File: config.mk
export PLATFORM = sky130hd
export DESIGN_NAME = pipe_stage_reg
export DESIGN_NICKNAME = d
export VERILOG_FILES = /design/src/rtl/cpu_types_pkg.sv /design/src/rtl/pipe_stage_reg.sv
export SDC_FILE = /design/constraint.sdc
export NUM_CORES = 1
export LEC_CHECK = 0
export BUFFER_PORTS_ARGS = -buffer_cell sky130_fd_sc_hd__buf_4
export CAP_MARGIN = 20
export CELL_PAD_IN_SITES_DETAIL_PLACEMENT = 0
export CELL_PAD_IN_SITES_GLOBAL_PLACEMENT = 1
export CORE_MARGIN = 3
export CORE_UTILIZATION = 25
export DETAILED_ROUTE_END_ITERATION = 8
export PLACE_DENSITY = 0.66
export SYNTH_ARGS = -nofsm -noshare
export SYNTH_HDL_FRONTEND = slang
export SYNTH_SLANG_ARGS = --single-unit
File: constraint.sdc
create_clock -name CLK -period 1.5 [get_ports CLK]
set_input_delay 0.075 -clock CLK [delete_from_list [all_inputs] [get_ports CLK]]
set_output_delay 0.075 -clock CLK [all_outputs]
set_load 0.005 [all_outputs]
File: src/rtl/cpu_types_pkg.sv
// Shared types for the CPU pipeline stage registers.
// Holds the stage occupancy enum, the default payload width and the
// default bubble (NOP) payload used on reset and flush.
package cpu_types_pkg;

  // Widest stage bundle; individual stages override DATA_W downward.
  localparam int STAGE_DATA_W = 128;

  // Bubble payload: all-zero decodes as a NOP in every stage bundle.
  localparam logic [STAGE_DATA_W-1:0] NOP_DEFAULT = '0;

  // Encoded so the state value is the entry count directly.
  typedef enum logic [1:0] {
    EMPTY = 2'd0,
    ONE   = 2'd1,
    TWO   = 2'd2
  } stage_state_t;

  // Entries held for a given state.
  function automatic logic [1:0] state_occ(input stage_state_t s);
    return 2'(s);
  endfunction

endpackage

File: src/rtl/pipe_stage_reg.sv
// Pipeline stage register with valid/ready handshake, freeze and flush.
// Build option: define PIPE_SKID_EN for a two-entry skid buffer whose
// in_ready depends only on registered state; without it the stage holds a
// single entry and in_ready passes out_ready straight through.
module pipe_stage_reg
  import cpu_types_pkg::*;
#(
  parameter int                DATA_W  = STAGE_DATA_W,
  parameter logic [DATA_W-1:0] NOP_VAL = DATA_W'(NOP_DEFAULT)
) (
  input  logic              CLK,
  input  logic              nRST,
  input  logic              en,
  input  logic              flush,
  input  logic              in_valid,
  output logic              in_ready,
  input  logic [DATA_W-1:0] in_data,
  output logic              out_valid,
  input  logic              out_ready,
  output logic [DATA_W-1:0] out_data,
  output logic [1:0]        occ
);

  stage_state_t      state;
  logic [DATA_W-1:0] head;
`ifdef PIPE_SKID_EN
  logic [DATA_W-1:0] skid;
`endif

  logic accept;
  logic retire;

  // Outputs come straight from registered state: no X after reset, and
  // out_data shows the bubble whenever nothing is held.
  assign out_valid = (state != EMPTY);
  assign out_data  = head;
  assign occ       = state_occ(state);

`ifdef PIPE_SKID_EN
  // Room exists unless both slots are full; out_ready never reaches here.
  assign in_ready = en && (state != TWO);
`else
  // Single slot: only free if empty or the head leaves this same cycle.
  assign in_ready = en && (!out_valid || out_ready);
`endif

  // Handshakes both qualified by en, so a frozen stage neither takes nor gives.
  assign accept = en && in_valid && in_ready;
  assign retire = en && out_valid && out_ready;

  // Occupancy FSM and payload slots; flush wins over any handshake and
  // ignores en so a redirect always clears the stage.
  always_ff @(posedge CLK or negedge nRST) begin
    if (!nRST) begin
      state <= EMPTY;
      head  <= NOP_VAL;
`ifdef PIPE_SKID_EN
      skid  <= NOP_VAL;
`endif
    end else if (flush) begin
      state <= EMPTY;
      head  <= NOP_VAL;
`ifdef PIPE_SKID_EN
      skid  <= NOP_VAL;
`endif
    end else begin
      case (state)
        EMPTY: begin
          if (accept) begin
            head  <= in_data;
            state <= ONE;
          end
        end
        ONE: begin
          if (accept && retire) begin
            head <= in_data;
          end else if (retire) begin
            head  <= NOP_VAL;
            state <= EMPTY;
          end
`ifdef PIPE_SKID_EN
          else if (accept) begin
            // Head is stalled downstream: park the new entry behind it.
            skid  <= in_data;
            state <= TWO;
          end
`endif
        end
`ifdef PIPE_SKID_EN
        TWO: begin
          // in_ready is low here, so only a retire can move things.
          if (retire) begin
            head  <= skid;
            skid  <= NOP_VAL;
            state <= ONE;
          end
        end
`endif
        default: begin
          // Unreachable encoding for this build: fall back to a bubble.
          state <= EMPTY;
          head  <= NOP_VAL;
        end
      endcase
    end
  end

endmodule

==> tab_implementation.tex <==
\begin{tabular}{lr}
\hline
Metric & Value \\
\hline
\multicolumn{2}{l}{\textbf{Yosys}} \\
Unique masters post-synth & 16 \\
Share of Yosys cell area claimed by the top area cell type & 0.666 \\
Post-synthesis average cell area & 16.3 um\^{}2 \\
Main area contributors after synthesis & dfrtp\_1, a22o\_2, a22o\_1 \\
Post-Syn Area & 4850 um\^{}2 \\
Cell count after synthesis & 297 \\
Sequential share of the synthesized area & 0.666 \\
Number of warnings issued by yosys & 0 \\
Count of state elements after synthesis & 129 \\
Nets in the synthesized netlist & 431 \\
Library cell occupying the most area in the post-synthesis netlist & dfrtp\_1 \\
\multicolumn{2}{l}{\textbf{Floorplan}} \\
Area of the placeable core & 18900 um\^{}2 \\
DIE HEIGHT & 145 um \\
X dimension of the die & 145 um \\
Number of rows created at floorplan & 50 \\
Die area & 21100 um\^{}2 \\
Io pins & 266 \\
Initial Util & 0.257 \\
\multicolumn{2}{l}{\textbf{Clock network}} \\
Bufs on Longest Clock Path & 2 \\
Cts bufs inserted & 17 \\
Clock Tree Root & clkbuf\_16 \\
TritonCTS clock tree & done \\
H-Tree Level Count & 4 \\
Clock latency reported for the late side of the worst-skew pair & 0.41 ns \\
Clock-pin transition on the worst setup and hold timing paths & 0.06 ns \\
Count of clock tree sinks & 129 \\
\multicolumn{2}{l}{\textbf{Placed design}} \\
HPWL after detailed placement & 9.52 mm \\
Worst Setup Slack post-DPL & -0.0169 ns \\
Final weighted congestion in routability-driven placement & 0.731 \\
Instance area after placement & 6960 um\^{}2 \\
Number of buffers added on ports & 264 \\
Cells after DPL & 799 \\
\multicolumn{2}{l}{\textbf{Pwr}} \\
PnR Total Power & 9.65 mW \\
Portion of total power attributed to combinational logic & 0.140 \\
Register share of total power & 0.388 \\
Worst vdd ir & 0.692 mV \\
Power per cell area & 1060 nW/um\^{}2 \\
Internal power of the cells & 7.51 mW \\
Clock network power share & 0.471 \\
Share of total power consumed by net switching & 0.221 \\
Leakage power & 4.62 nW \\
Net switching power of the design & 2.13 mW \\
\multicolumn{2}{l}{\textbf{Critical path}} \\
Worst-path fanout max & 15 \\
Worst EP arrival & 1.81 ns \\
Path type of the worst setup path & flop to flop \\
CP startpoint kind & flop \\
Data required, critical path & 1.84 ns \\
Crit end category & flop \\
\multicolumn{2}{l}{\textbf{Finish}} \\
Number of standard cells in the layout, taps in and fillers out & 970 \\
Proportion of layout cells with a drive suffix above 1 & 0.538 \\
Highest-count cells in the layout ignoring fill and taps & buf\_4, dlygate4sd3\_1, dfrtp\_1 \\
Leading cell type in the layout, fill and taps excluded & buf\_4 \\
Post-route cell area & 9130 um\^{}2 \\
Final antenna diode count & 0 \\
Layout overhead on the synthesized area & 88.2\% \\
Final core utilization & 0.483 \\
Nets@finish & 831 \\
\multicolumn{2}{l}{\textbf{STA}} \\
Setup clock skew after layout & 0.00812 ns \\
RSZ-0062 raised after global routing & yes \\
Minimum hold slack & 0.0799 ns \\
Slew Viols, Final & 0 \\
Final number of setup-violating endpoints & 0 \\
Number of hold violations in the final report & 0 \\
Upper clock frequency limit & 0.680 GHz \\
Setup slack after layout & 0.0285 ns \\
Final worst path period share & 0.981 \\
Setup TNS & 0 ns \\
Min Clock Period, post-route & 1.47 ns \\
\multicolumn{2}{l}{\textbf{Job}} \\
Count of max-cap constraint violations & 0 \\
\multicolumn{2}{l}{\textbf{Route}} \\
Vias post-DR & 4217 \\
Post-route ant nets & 0 \\
Routed wire length & 16.2 mm \\
Pre-antenna DRT Iters & 4 \\
Post-route DRC & 0 \\
Detailed-route wire length per cell & 16.7 um \\
Via count normalized by instance count & 4.35 \\
Number of DRC violations after detailed-routing iteration 0 & 141 \\
\multicolumn{2}{l}{\textbf{Global routing}} \\
Number of global-route vias before repair & 4650 \\
Grt total ovfl & 0 \\
Tot GR Track Use & 0.142 \\
Initial antenna violation count & 0 \\
Largest net degree at the start of global routing & 66 \\
Global-route wire length before repair & 24.5 mm \\
\multicolumn{2}{l}{\textbf{Outcome}} \\
Outcome & finished, final reports clean \\
\multicolumn{2}{l}{\textbf{Min path}} \\
Worst hold-check path type & input port to async pin \\
\hline
\end{tabular}
## synthesized netlist by cell type
cell / n
buf_12: 11
buf_6: 3
buf_4: 2
inv_1: 1
buf_2: 13
a211oi_2: 1
a21oi_4: 1
a21boi_0: 1
conb_1: 1
a21oi_1: 1
nand2_1: 3
a22o_2: 69
a22o_1: 59
mux2_4: 1
clkbuf_1: 1
dfrtp_1: 129
## kinds of logic after synthesis
logic type             share of synthesized area
AOI/OAI and AO/OA                          0.258
DFF                                        0.666
buffers and inverters                     0.0704
and+or+nand+nor                          0.00232
muxes                                    0.00310
other                                   0.000773
## area by class of cell
class	count	area [um^2]
fill	1625	9770
timing repair buffer	411	3610
sequential	129	3230
multi-input combinational	137	1300
clock buffer	20	447
tap	260	325
clock inverter	12	208
inverter	1	3.75
## path summary, 6_finish.rpt
| path | startpoint | to | slack, ns | cells after the start |
|---|---|---|---|---|
| max | occ[0] | out_data[112] | 0.03 | 5 |
| min | nRST | out_data[95] | 0.08 | 2 |
| max reg2reg | occ[0] | out_data[112] | 0.03 | 5 |
| min reg2reg | out_data[53] | out_data[53] | 0.51 | 1 |
| max in group asynchronous | nRST | out_data[69] | 0.83 | 3 |
| min in group CLK | en | out_data[111] | 0.41 | 5 |
## state kept, by name, summed over array words and instances (netlist names)
name,cells
out_data,128
occ,1
## critical path: stages (launching register included)
cell      delay [ns]
dfrtp_1         0.40
buf_6           0.14
a211oi_4        0.32
buf_12          0.19
buf_6           0.19
a22o_1          0.16
## power by group through the flow
stage	Combinational, mW	Sequential [mW]	Clock (mW)
floorplan	0.368	3.81	0
finish	1.35	3.75	4.55
global route	1.46	3.76	4.85
global placement	0.991	3.81	0
detailed placement	1.01	3.80	0
CTS	1.29	3.75	4.68
## per-layer routing
metal / track usage / share of wire
met4: 0.0484 / 0.018
met5: 0 / 0
met1: 0.174 / 0.43
met2: 0.233 / 0.48
met3: 0.0487 / 0.063
## what timing repair did
action                                  CTS  global route
gates resized for setup                   1            10
gates cloned                              0             6
pin swaps                                21            17
endpoints found under the setup margin  101           128
hold buffers                            131             0
buffers inserted                          0             3
endpoints found under the hold margin   258             0
Power figures use the tool's default switching activity.
